<file path="src/rtl/sequenciador_senhas_pkg.sv">
// Shared types for the password sequencer: typed password, FSM states, slot width
// and the saturating failure-count helper.
package sequenciador_senhas_pkg;

  typedef struct packed {
    logic [3:0] d3;
    logic [3:0] d2;
    logic [3:0] d1;
    logic [3:0] d0;
  } senhaPac_t;

  localparam int SLOT_W = 3;

  typedef enum logic [2:0] {
    IDLE     = 3'd0,
    ISSUE    = 3'd1,
    WAIT     = 3'd2,
    NEXT     = 3'd3,
    RES_OK   = 3'd4,
    RES_FAIL = 3'd5,
    LOCKED   = 3'd6
  } estado_t;

  function automatic logic [3:0] sat_inc4(input logic [3:0] v);
    return (v == 4'hF) ? 4'hF : (v + 4'd1);
  endfunction

endpackage

</file>
<file path="src/rtl/proximo_slot.sv">
// Combinational search for the lowest enabled slot strictly above the current one.
module proximo_slot
  import sequenciador_senhas_pkg::*;
#(
  parameter int N_SLOT = 5
) (
  input  logic [SLOT_W-1:0] cur_i,
  input  logic [N_SLOT-1:0] en_i,
  output logic              found_o,
  output logic [SLOT_W-1:0] next_o
);

  // Scan from the top down so the lowest qualifying slot is the one left standing.
  always_comb begin
    found_o = 1'b0;
    next_o  = '0;
    for (int i = N_SLOT - 1; i >= 0; i--) begin
      if (en_i[i] && (SLOT_W'(i) > cur_i)) begin
        found_o = 1'b1;
        next_o  = SLOT_W'(i);
      end else begin
        found_o = found_o;
        next_o  = next_o;
      end
    end
  end

endmodule

</file>
<file path="src/rtl/sequenciador_senhas.sv">
// Password sequencer: walks master then enabled user slots through an external
// verifier, reports the first match, and locks out after repeated failures.
module sequenciador_senhas
  import sequenciador_senhas_pkg::*;
#(
  parameter int N_USER      = 4,
  parameter int MAX_FAIL    = 3,
  parameter int LOCK_CYC    = 16,
  parameter int TIMEOUT_CYC = 64
) (
  input  logic              clk,
  input  logic              rst,
  input  logic              valid_in,
  input  senhaPac_t         senha_teste,
  input  senhaPac_t         senha_master,
  input  senhaPac_t         senha_user [N_USER],
  input  logic [N_USER-1:0] user_en,
  output logic              vs_valid,
  output senhaPac_t         vs_senha_teste,
  output senhaPac_t         vs_senha_real,
  input  logic              vs_done,
  input  logic              vs_senha_ok,
  output logic              busy,
  output logic              done,
  output logic              match,
  output logic [SLOT_W-1:0] match_id,
  output logic              bloqueado,
  output logic [3:0]        fail_cnt
);

  localparam logic [7:0]  TMO_LAST  = 8'(TIMEOUT_CYC - 1);
  localparam logic [15:0] LOCK_LAST = 16'(LOCK_CYC - 1);
  localparam logic [3:0]  FAIL_LIM  = 4'(MAX_FAIL);

  estado_t           state_q, state_d;
  logic [SLOT_W-1:0] slot_q, slot_d;
  senhaPac_t         att_q, att_d;
  logic [7:0]        tmo_q, tmo_d;
  logic [15:0]       lock_q, lock_d;
  logic [3:0]        fail_q, fail_d;

  logic              vs_valid_q, busy_q, done_q, match_q, bloq_q;
  logic [SLOT_W-1:0] match_id_q;
  senhaPac_t         real_q, real_s;

  logic [N_USER:0]   en_s;
  logic              prox_found_s;
  logic [SLOT_W-1:0] prox_slot_s;
  logic [3:0]        fail_inc_s;

  // Slot 0 (master) can never be disabled.
  assign en_s       = {user_en, 1'b1};
  assign fail_inc_s = sat_inc4(fail_q);

  proximo_slot #(.N_SLOT(N_USER + 1)) u_proximo_slot (
    .cur_i  (slot_q),
    .en_i   (en_s),
    .found_o(prox_found_s),
    .next_o (prox_slot_s)
  );

  // Next-state logic for the attempt sequencer.
  always_comb begin
    state_d = state_q;
    slot_d  = slot_q;
    att_d   = att_q;
    tmo_d   = tmo_q;
    lock_d  = lock_q;
    fail_d  = fail_q;
    case (state_q)
      IDLE: begin
        if (valid_in) begin
          att_d   = senha_teste;
          slot_d  = '0;
          state_d = ISSUE;
        end else begin
          state_d = IDLE;
        end
      end
      ISSUE: begin
        tmo_d   = 8'd0;
        state_d = WAIT;
      end
      WAIT: begin
        if (vs_done) begin
          state_d = vs_senha_ok ? RES_OK : NEXT;
        end else if (tmo_q == TMO_LAST) begin
          state_d = NEXT;
        end else begin
          tmo_d = tmo_q + 8'd1;
        end
      end
      NEXT: begin
        if (prox_found_s) begin
          slot_d  = prox_slot_s;
          state_d = ISSUE;
        end else begin
          state_d = RES_FAIL;
        end
      end
      RES_OK: begin
        fail_d  = 4'd0;
        state_d = IDLE;
      end
      RES_FAIL: begin
        fail_d = fail_inc_s;
        if (fail_inc_s == FAIL_LIM) begin
          lock_d  = 16'd0;
          state_d = LOCKED;
        end else begin
          state_d = IDLE;
        end
      end
      LOCKED: begin
        if (lock_q == LOCK_LAST) begin
          lock_d  = 16'd0;
          fail_d  = 4'd0;
          state_d = IDLE;
        end else begin
          lock_d = lock_q + 16'd1;
        end
      end
      default: begin
        state_d = IDLE;
      end
    endcase
  end

  // Password of the slot about to be issued.
  always_comb begin
    real_s = senha_master;
    for (int k = 0; k < N_USER; k++) begin
      if (slot_d == SLOT_W'(k + 1)) begin
        real_s = senha_user[k];
      end else begin
        real_s = real_s;
      end
    end
  end

  // Sequencer state registers.
  always_ff @(posedge clk or posedge rst) begin
    if (rst) begin
      state_q <= IDLE;
      slot_q  <= '0;
      att_q   <= '0;
      tmo_q   <= 8'd0;
      lock_q  <= 16'd0;
      fail_q  <= 4'd0;
    end else begin
      state_q <= state_d;
      slot_q  <= slot_d;
      att_q   <= att_d;
      tmo_q   <= tmo_d;
      lock_q  <= lock_d;
      fail_q  <= fail_d;
    end
  end

  // Outputs registered from the next state so they line up with the state they decode.
  always_ff @(posedge clk or posedge rst) begin
    if (rst) begin
      vs_valid_q <= 1'b0;
      busy_q     <= 1'b0;
      done_q     <= 1'b0;
      match_q    <= 1'b0;
      match_id_q <= '0;
      bloq_q     <= 1'b0;
      real_q     <= '0;
    end else begin
      vs_valid_q <= (state_d == ISSUE);
      busy_q     <= !((state_d == IDLE) || (state_d == LOCKED));
      done_q     <= (state_d == RES_OK) || (state_d == RES_FAIL);
      match_q    <= (state_d == RES_OK);
      match_id_q <= (state_d == RES_OK) ? slot_d : '0;
      bloq_q     <= (state_d == LOCKED);
      // Reload only on ISSUE so the verifier sees a frozen password for the whole wait.
      real_q     <= (state_d == ISSUE) ? real_s : real_q;
    end
  end

  assign vs_valid       = vs_valid_q;
  assign vs_senha_teste = att_q;
  assign vs_senha_real  = real_q;
  assign busy           = busy_q;
  assign done           = done_q;
  assign match          = match_q;
  assign match_id       = match_id_q;
  assign bloqueado      = bloq_q;
  assign fail_cnt       = fail_q;

endmodule
</file>
<file path="config.mk">
export PLATFORM = sky130hd
export DESIGN_NAME = sequenciador_senhas
export DESIGN_NICKNAME = d
export VERILOG_FILES = /design/src/rtl/sequenciador_senhas_pkg.sv /design/src/rtl/proximo_slot.sv /design/src/rtl/sequenciador_senhas.sv
export SDC_FILE = /design/constraint.sdc
export NUM_CORES = 1
export LEC_CHECK = 0
export BUFFER_PORTS_ARGS = -buffer_cell sky130_fd_sc_hd__buf_2
export CAP_MARGIN = 20
export CORE_AREA = 2 2 101 103
export CTS_BUF_LIST = sky130_fd_sc_hd__clkbuf_4 sky130_fd_sc_hd__clkbuf_8
export DETAILED_ROUTE_END_ITERATION = 16
export DIE_AREA = 0 0 103 105
export PLACE_DENSITY = 0.84
export SYNTH_ARGS = -nofsm -noshare
export SYNTH_HDL_FRONTEND = slang
export SYNTH_SLANG_ARGS = --single-unit
</file>
<file path="constraint.sdc">
create_clock -name clk -period 2.4 [get_ports clk]
set_input_delay 0.48 -clock clk [delete_from_list [all_inputs] [get_ports clk]]
set_output_delay 0.48 -clock clk [all_outputs]
set_load 0.05 [all_outputs]
</file>
==> results.toml <==
[outcome]
outcome = "complete, no violations"

[synthesis]
yosysSeqAreaShare = 0.404
synth_edf_count = 0
synth_top_area_frac = 0.404
async_reset_ff_frac = 1.00
avgSynthCellArea_um2 = 8.27
synth_area_mm2 = 0.00458
yosysUniqueCellTypes = 57
ys_top_cells_by_area = "dfrtp_1 40%, nand2_1 9.8%, a31oi_1 4.6%, nand3_1 3.3%, o2111ai_1 3.3%"
synthCells = 554
synthTopCellsByCount = "120 x nand2_1, 74 x dfrtp_1, 34 x a31oi_1, 31 x nor2_1, 30 x nand3_1"
dominantRegCellSynth = "dfrtp_1"
yosysTopAreaCell = "dfrtp_1"
ys_seq_elements = 74
yosys_warnings = 0
synth_fp_nets = 662
yosys.cell_count.top_type = "nand2_1"

[timing]
hold_viol_final = 0
tightest_slew_ns = 0.702
slew-limit-headroom = 0.532
clock_skew_ns = 0.00634
finalCritPeriodShare = 0.985
clock.fmax_ghz = 0.423
finalSetupViolations = 0
slew_viol_final = 0
worst_slack_ns = 0.0364
min_period_ns = 2.36

[cells_and_area]
layout-drive-gt1-share = 0.305
layout.nets = 807
fill_cells = 856
seq_area_mm2 = 0.00185
multi_input_area_mm2 = 0.00258
final_core_util = 0.609
syn_to_final_growth_pct = 28.2
antennaDiodeCount = 0

[clock_network]
numCtsBuffers = 9
cts_root_buf = "clkbuf_8"
clkTransAtPathRegs_ns = 0.08
insertion_delay_ns = 0.36
cts_tree = "yes"
htree_levels = 3
clkSinkCount = 74
cts.path.max_buffers = 2

[placed_design]
io_buffer_count = 148
gp_congestion = 0.974
pre_cts_slack_ns = -0.0696
place_hpwl_mm = 10.3

[floorplanning]
die_area_mm2 = 0.0108
core_mm2 = 0.00964
die_x_um = 103
initial_core_util = 0.475
dieHeight_um = 105
ios = 149
core.rowCount = 36

[power]
power_mw = 7.53
p_clk_frac = 0.133
switching_share = 0.521
seqPwrFrac = 0.252
power_density_mw_per_mm2 = 1280
power_leakage_nw = 2.78
irDropWorstVdd_v = 0.000622
p_comb_frac = 0.615
power.switching_mw = 3.92
p_int_mw = 3.61

[critical_path]
crit_type = "register to register"
required_ns = 2.68
critPathLaunchType = "register"
cp.arrival_ns = 2.65
endpoint_kind = "register"
cp_max_fo = 14

[routing]
drc_errors = 0
routed_via_density = 6.17
vias = 5167
dr.pass1.iters = 6
ant_nets = 0
first_iter_violations = 616
drt_wl_total_mm = 14.6
wl_per_cell_um = 17.5

[grt]
antenna_found_initial = 0
grt.overflow.total = 0
grt_pass1_wl_mm = 22.5
track_usage = 0.261
grt_pass1_vias = 4566
grt_max_degree = 45

[flow_run]
maxCapViolCount = 0

[hold_path]
min_path_type = "input pin to async pin"
==> state kept, by name, indices dropped and copies added, names as in the netlist, 3 cells and up <==
register,flops
fail_cnt,4
lock_q,16
match_id,3
slot_q,3
state_q,3
tmo_q,8
vs_senha_real,16
vs_senha_teste,16
==> critical path, stage by stage (launching register included) <==
cell	delay [ns]
dfrtp_1	0.46
nor2b_1	0.18
and2_1	0.24
a211oi_4	0.34
buf_12	0.18
inv_2	0.10
buf_4	0.19
a21oi_1	0.17
o221ai_1	0.18
a31oi_1	0.22
==> power groups by stage <==
stage	clock [mW]	sequential, mW	combinational (mW)
2_1_floorplan	0	2.92	2.11
3_3_place_gp	0	1.89	4.18
3_5_place_dp	0	1.90	4.30
4_1_cts	0.999	1.88	4.33
5_1_grt	1.06	1.94	4.92
6_report	1.00	1.90	4.63
==> what timing repair did <==
action | 4_1_cts | 5_1_grt
setup buffers | 0 | 2
cloned | 0 | 1
resized for setup | 1 | 12
pin swaps | 0 | 2
hold buffers | 0 | 0
endpoints found under the setup margin | 1 | 18
==> cells by family after synthesis <==
group / share of synthesized area
mux: 0.00437
fa+ha+maj: 0.00820
compound gates: 0.285
buf+inv: 0.0484
flops: 0.404
xor+xnor: 0.00956
simple gates: 0.240
==> through the flow <==
| step | cell area, um^2 | TNS, ns | std cells | hold slack [ns] |
|---|---|---|---|---|
| final | 5870 | 0 | 837 | 0.217 |
| after global routing | 5870 | -0.0736 | 837 | 0.273 |
| after CTS | 5740 | 0 | 832 | 0.234 |
| after detailed placement | 5530 | -0.477 | 816 | 0.457 |
| after global placement | 5530 | 0 | 816 | 0.453 |
| after floorplan | 4580 | 0 | 554 | 0.445 |
==> cell usage in the layout (no fill, tap or decap), drive strengths merged, types with 2 or more instances in the layout <==
cell type and n:
o311ai 17, o221ai 16, and3 5, buf 173, dfrtp 74, nand4 5, nor2 32, xor2 5
a21o 3, o41ai 5, a31oi 34, ha 3, clkinv 4, clkbuf 13, nand3 30, o31ai 8
and2 6, nand3b 2, o21ai 25, mux2i 2, nand2b 6, nor4 4, o2111ai 17, nor2b 19
nor3 4, a22o 2, inv 11, or2 2, a21oi 24, o22ai 17, nand2 120
==> layout make-up <==
class	instances	area share
multi-input cells	428	0.440
flip-flops and latches	74	0.315
repair buffers	174	0.175
well taps	133	0.0283
clock buffers	12	0.0249
clock inverters	4	0.00895
inverters	12	0.00767
==> worst paths after layout <==
| kind | from | endpoint | slack (ns) | cells past startpoint |
|---|---|---|---|---|
| worst max-delay path | state_q[1] | vs_senha_real[15] | 0.04 | 9 |
| worst min-delay path | rst | vs_senha_teste[0] | 0.22 | 2 |
| worst max register to register | state_q[1] | vs_senha_real[15] | 0.04 | 9 |
| worst min register to register | vs_senha_teste[12] | vs_senha_teste[12] | 0.47 | 2 |
| max in group asynchronous | rst | lock_q[7] | 1.50 | 3 |
| min in group clk | senha_teste[2] | vs_senha_teste[2] | 0.31 | 3 |
==> metal layers <==
layer	vias to the layer above	GRT usage	routed length [um]
met5	-	0	0
met4	0	0.108	558
met3	55	0.0542	1420
met2	320	0.397	6860
met1	2438	0.358	5770
li1	2354	-	-
(Power assumes the default switching activity.)
